## config.mk

```make
export PLATFORM = sky130hd
export DESIGN_NAME = ram_port_master
export DESIGN_NICKNAME = d
export VERILOG_FILES = /design/src/rtl/ram_port_master_pkg.sv /design/src/rtl/ram_rsp_fifo.sv /design/src/rtl/ram_port_master.sv
export SDC_FILE = /design/constraint.sdc
export NUM_CORES = 1
export LEC_CHECK = 0
export CORE_ASPECT_RATIO = 1.2
export CORE_MARGIN = 10
export CORE_UTILIZATION = 60
export CTS_BUF_LIST = sky130_fd_sc_hd__clkbuf_2
export DETAILED_ROUTE_END_ITERATION = 10
export DONT_BUFFER_PORTS = 1
export PLACE_DENSITY = 0.82
export RECOVER_POWER = 100
export SLEW_MARGIN = 5
export SYNTH_ARGS = -nofsm -noshare
export SYNTH_HDL_FRONTEND = slang
export SYNTH_SLANG_ARGS = --single-unit
```

## constraint.sdc

```tcl
create_clock -name CLK -period 2.8 [get_ports CLK]
set_input_delay 0.14 -clock CLK [delete_from_list [all_inputs] [get_ports CLK]]
set_output_delay 0.14 -clock CLK [all_outputs]
set_load 0.005 [all_outputs]
```

## src/rtl/ram_port_master_pkg.sv

```systemverilog
// ram_port_master_pkg -- shared types and constants for ram_port_master.
//   state_e        : top-level FSM state (CLEAR sweeps the RAM, RUN serves requests)
//   RSP_FIFO_DEPTH : depth of the read-response buffer
package ram_port_master_pkg;

  typedef enum logic {
    CLEAR = 1'b0,
    RUN   = 1'b1
  } state_e;

  localparam int RSP_FIFO_DEPTH = 2;

endpackage

```

## src/rtl/ram_rsp_fifo.sv

```systemverilog
// ram_rsp_fifo -- 2-entry response FIFO, storage reset to zero.
// Ports:
//   clk, rst_n : clock, async active-low reset
//   push, din  : write one entry (caller guarantees not full unless popping)
//   pop        : drop the head (caller guarantees not empty)
//   dout       : head entry
//   count      : occupancy 0..2
module ram_rsp_fifo
  import ram_port_master_pkg::*;
#(
  parameter int DATA_WIDTH = 8
) (
  input  logic                  clk,
  input  logic                  rst_n,
  input  logic                  push,
  input  logic [DATA_WIDTH-1:0] din,
  input  logic                  pop,
  output logic [DATA_WIDTH-1:0] dout,
  output logic [1:0]            count
);

  logic [RSP_FIFO_DEPTH-1:0][DATA_WIDTH-1:0] mem;
  logic                                      rd_ptr;
  logic                                      wr_ptr;
  logic [1:0]                                cnt_r;

  // With two slots, a full FIFO has wr_ptr == rd_ptr; a simultaneous
  // push+pop writes into the slot being vacated, which becomes the tail.
  always_ff @(posedge clk or negedge rst_n) begin
    if (!rst_n) begin
      mem    <= '0;
      rd_ptr <= 1'b0;
      wr_ptr <= 1'b0;
      cnt_r  <= 2'd0;
    end else begin
      if (push) begin
        mem[wr_ptr] <= din;
        wr_ptr      <= ~wr_ptr;
      end
      if (pop) rd_ptr <= ~rd_ptr;
      case ({push, pop})
        2'b10:   cnt_r <= cnt_r + 2'd1;
        2'b01:   cnt_r <= cnt_r - 2'd1;
        default: cnt_r <= cnt_r;
      endcase
    end
  end

  assign dout  = mem[rd_ptr];
  assign count = cnt_r;

endmodule

```

## src/rtl/ram_port_master.sv

```systemverilog
// ram_port_master -- request/response front end for a single-port RAM with
// registered read address (RAM_Q valid the cycle after the address).
// Optional clear sweep: define RAM_PORT_MASTER_CLEAR_EN to zero all RAM_DEPTH
// words after every reset before requests are accepted.
// Ports:
//   CLK, RST                          : clock, async active-low reset
//   REQ_VALID/READY/WE/ADDR/D         : request channel (write or read)
//   RSP_VALID/READY, RSP_Q            : in-order read responses
//   RAM_ADDR/D/WE, RAM_Q              : RAM port
//   BUSY                              : clear sweep in progress
module ram_port_master
  import ram_port_master_pkg::*;
#(
  parameter int DATA_WIDTH = 8,
  parameter int ADDR_WIDTH = 4,
  parameter int RAM_DEPTH  = 1 << ADDR_WIDTH
) (
  input  logic                  CLK,
  input  logic                  RST,
  input  logic                  REQ_VALID,
  output logic                  REQ_READY,
  input  logic                  REQ_WE,
  input  logic [ADDR_WIDTH-1:0] REQ_ADDR,
  input  logic [DATA_WIDTH-1:0] REQ_D,
  output logic                  RSP_VALID,
  input  logic                  RSP_READY,
  output logic [DATA_WIDTH-1:0] RSP_Q,
  output logic [ADDR_WIDTH-1:0] RAM_ADDR,
  output logic [DATA_WIDTH-1:0] RAM_D,
  output logic                  RAM_WE,
  input  logic [DATA_WIDTH-1:0] RAM_Q,
  output logic                  BUSY
);

  logic       run;
  logic       rd_pending;
  logic       rd_ok;
  logic       rd_acc;
  logic       pop;
  logic [1:0] fifo_count;

`ifdef RAM_PORT_MASTER_CLEAR_EN
  localparam logic [ADDR_WIDTH-1:0] CLR_LAST = ADDR_WIDTH'(RAM_DEPTH - 1);

  state_e                state;
  logic [ADDR_WIDTH-1:0] clr_cnt;

  always_ff @(posedge CLK or negedge RST) begin
    if (!RST) begin
      state   <= CLEAR;
      clr_cnt <= '0;
    end else if (state == CLEAR) begin
      if (clr_cnt == CLR_LAST) state <= RUN;
      else                     clr_cnt <= clr_cnt + 1'b1;
    end
  end

  assign run  = (state == RUN);
  assign BUSY = (state == CLEAR);
`else
  assign run  = 1'b1;
  assign BUSY = 1'b0;
`endif

  assign RSP_VALID = (fifo_count != 2'd0);
  assign pop       = RSP_VALID & RSP_READY;

  // Reserve a FIFO slot for every read in flight; a pop this cycle frees one,
  // hence the combinational RSP_READY -> REQ_READY path.
  assign rd_ok = ({1'b0, fifo_count} + {2'b00, rd_pending}) < (3'd2 + {2'b00, pop});

  // RST gates the handshake so nothing is accepted while reset is held.
  assign REQ_READY = RST & run & (REQ_WE | rd_ok);
  assign rd_acc    = REQ_VALID & REQ_READY & ~REQ_WE;

  always_comb begin
    RAM_ADDR = REQ_ADDR;
    RAM_D    = REQ_D;
    RAM_WE   = REQ_VALID & REQ_READY & REQ_WE;
`ifdef RAM_PORT_MASTER_CLEAR_EN
    if (!run) begin
      RAM_ADDR = clr_cnt;
      RAM_D    = '0;
      RAM_WE   = RST;
    end
`endif
  end

  // One-stage read valid pipe: RAM_Q carries the data the cycle after accept.
  always_ff @(posedge CLK or negedge RST) begin
    if (!RST) rd_pending <= 1'b0;
    else      rd_pending <= rd_acc;
  end

  ram_rsp_fifo #(
    .DATA_WIDTH(DATA_WIDTH)
  ) u_fifo (
    .clk  (CLK),
    .rst_n(RST),
    .push (rd_pending),
    .din  (RAM_Q),
    .pop  (pop),
    .dout (RSP_Q),
    .count(fifo_count)
  );

endmodule

```

==> metrics.yaml <==
outcome:
  outcome: "finished, final reports clean"
pwr:
  ir_drop_uv: 546.8
  power_w: 0.001060
  power.density_nw_per_um2: 953.9
  power.leakage_nw: 0.4911
timing:
  fin_worst_skew_ns: 0.01237
  fmax_mhz: 591.6
  setup_slack_ns: 1.110
  relSlewSlack_pct: 39.04
  finalHoldViolCount: 0
  rsz0062_at_grt: "no"
  finalSetupTns_ns: 0
  tightest_slew_ns: 0.9115
  finalCriticalPeriod_ns: 1.690
  finalCritPeriodShare_pct: 60.37
  setup_viol: 0
  maxSlewViolCount: 0
logic_synthesis:
  yosysSeqAreaShare_pct: 47.89
  syn_nets: 110
  synth_cell_type_count: 20
  netlist_instances: 82
  avgSynthCellArea_um2: 13.38
  synth.top_cell.area_share_pct: 47.89
  yosys-top-cells-area: "dfrtp_1 48%, mux2_2 25%, buf_4 8.9%"
  yosys_warnings: 0
  synthesis.area_um2: 1097
  synth_top_area_cell: "dfrtp_1"
  ys_seq_elements: 21
detailed_routing:
  wl_per_cell_um: 20.99
  viasPerCell: 5.950
  vias: 601
  ant_nets: 0
  drt_first_pass_iters: 4
  wl_um: 2120
  drc: 0
  drt_iter0_markers: 7
floorplanning:
  die_h_um: 66.85
  core_um2: 1682
  placementRows: 16
  ios: 49
  die_w_um: 59.04
  initial_core_util_pct: 65.25
  dieArea_um2: 3947
cts:
  clk_pin_slew_worst_paths_ns: 0.20
  htree_levels: 1
  tritoncts.num_buffers: 3
  cts_max_path_buffers: 2
  cts_resized: 0
  cts_sinks: 21
  cts_tree: "yes"
  worst_skew_pair.late_latency_ns: 0.31
  cts-root-buf: "clkbuf_2"
place:
  io_buffer_count: 0
  dpl.hpwl_um: 1607
  gp_congestion: 0.6614
  pre_cts_slack_ns: 1.407
cells_and_area:
  fillCellCount: 141
  final_core_util_pct: 66.07
  diodes: 0
  syn_to_final_growth_pct: 1.255
  fin_nets: 112
  drive_gt1_share_pct: 27.71
flow_run:
  drv_cap: 0
setup_path:
  cp.arrival_ns: 1.55
  worstSetupStartpointType: "register"
  crit_fanout: 5
  crit_type: "reg -> out"
  end_kind: "output pin"
  required_ns: 2.66
global_route:
  grt_pass1_wl_um: 3312
  grt_remaining_overflow: 0
  grtUsageTotal_pct: 10.52
  grt_pass1_vias: 677
  grt_start_max_net_pins: 22
  antenna_found_initial: 0
hold_path:
  worstHoldPathType: "in -> reg"
==> cell type report <==
cell class	instances	area (µm²)	area share (%)
flip-flops and latches	21	525.5	47.30
multi-input cells	44	421.7	37.95
repair buffers	11	110.1	9.910
well taps	18	22.52	2.027
clock buffers	3	15.01	1.351
inverters	3	11.26	1.014
clock inverters	1	5.005	0.4504
==> state kept, by name, summed over array words and instances (netlist names) <==
name           count
u_fifo.mem        16
u_fifo.rd_ptr      1
u_fifo.count       2
u_fifo.wr_ptr      1
rd_pending         1
==> routing by layer <==
metal	global-route usage, %	share of wire, %	vias to the layer above
met5	0	0	-
met4	3.161	0.38	0
met3	5.882	13	4
met2	18.42	50	35
met1	10.23	36	299
li1	-	-	263
==> stage by stage <==
| stage | hold WS (ns) | cell area, µm² | instances |
|---|---|---|---|
| floorplan | -0.1556 | 1097 | 82 |
| global placement | -0.1549 | 1017 | 86 |
| global route | -0.03910 | 1111 | 101 |
| detailed placement | -0.1549 | 1017 | 86 |
| finish | 0.001192 | 1111 | 101 |
| CTS | 0.02057 | 1137 | 100 |
==> where the power goes <==
part	leakage, nW	switching (W)	internal, W	total (W)
Combinational	0.224	0.000148	0.000228	0.000377
Sequential	0.251	0.000113	0.000450	0.000563
Clock	0.0164	0.0000880	0.0000324	0.000120
Total	0.491	0.000349	0.000710	0.00106
==> path summary, 6_finish.rpt <==
path,from,endpoint,slack (ns),depth (start not counted)
max in group asynchronous,RST,u_fifo.mem[0],1.86,1
worst min-delay path,REQ_VALID,rd_pending,0.001,2
min in group asynchronous,RST,u_fifo.mem[11],0.37,1
worst max-delay path,u_fifo.count[0],REQ_READY,1.11,5
worst min register to register,u_fifo.wr_ptr,u_fifo.wr_ptr,0.52,1
worst max register to register,rd_pending,u_fifo.mem[0],1.22,3
==> cells in the mapped netlist <==
library cell  number
xor2_1             3
o21a_4             1
nand2_1            1
dfrtp_1           21
conb_1             1
nor2_4             1
nor2_1             2
buf_4             13
xnor2_1            2
a2111oi_4          1
buf_2              1
inv_1              2
nand2b_4           1
inv_2              1
or2_2              1
nand2_2            1
o21ai_0            1
ha_1               3
mux2_2            24
a31oi_1            1
==> cell families (layout without fill, tap and decap cells) <==
family / Yosys count / after routing / share of synthesized area, %
AO/OA/AOI/OAI: 4 / 4 / 4.903
XOR/XNOR: 5 / 5 / 3.992
adder cells (fa/ha/maj): 3 / 3 / 3.421
buffers and inverters: 17 / 18 / 10.38
flip-flops: 21 / 21 / 47.89
multiplexers: 24 / 24 / 24.63
other: 1 / 1 / 0.3417
AND/OR/NAND/NOR: 7 / 7 / 4.447
==> placed cells by master (no fill, tap or decap), drive strengths merged <==
master and count:
a2111oi 1, a31oi 1, clkbuf 3, clkinv 1, conb 1, dfrtp 21
dlygate4sd3 11, ha 3, inv 3, mux2 24, nand2 2, nand2b 1
nor2 3, o21a 1, o21ai 1, or2 1, xnor2 2, xor2 3
==> critical path, cell delays in order (launching register included) <==
cell	delay, ns
dfrtp_1	0.49
ha_1	0.21
ha_1	0.20
inv_1	0.06
o21ai_0	0.08
a31oi_1	0.20
==> repair_timing <==
item,CTS,global route
endpoints found under the hold margin,38,1
hold buffers,10,1
buffers inserted,0,0
No activity file was read; power rests on OpenSTA's default activity.
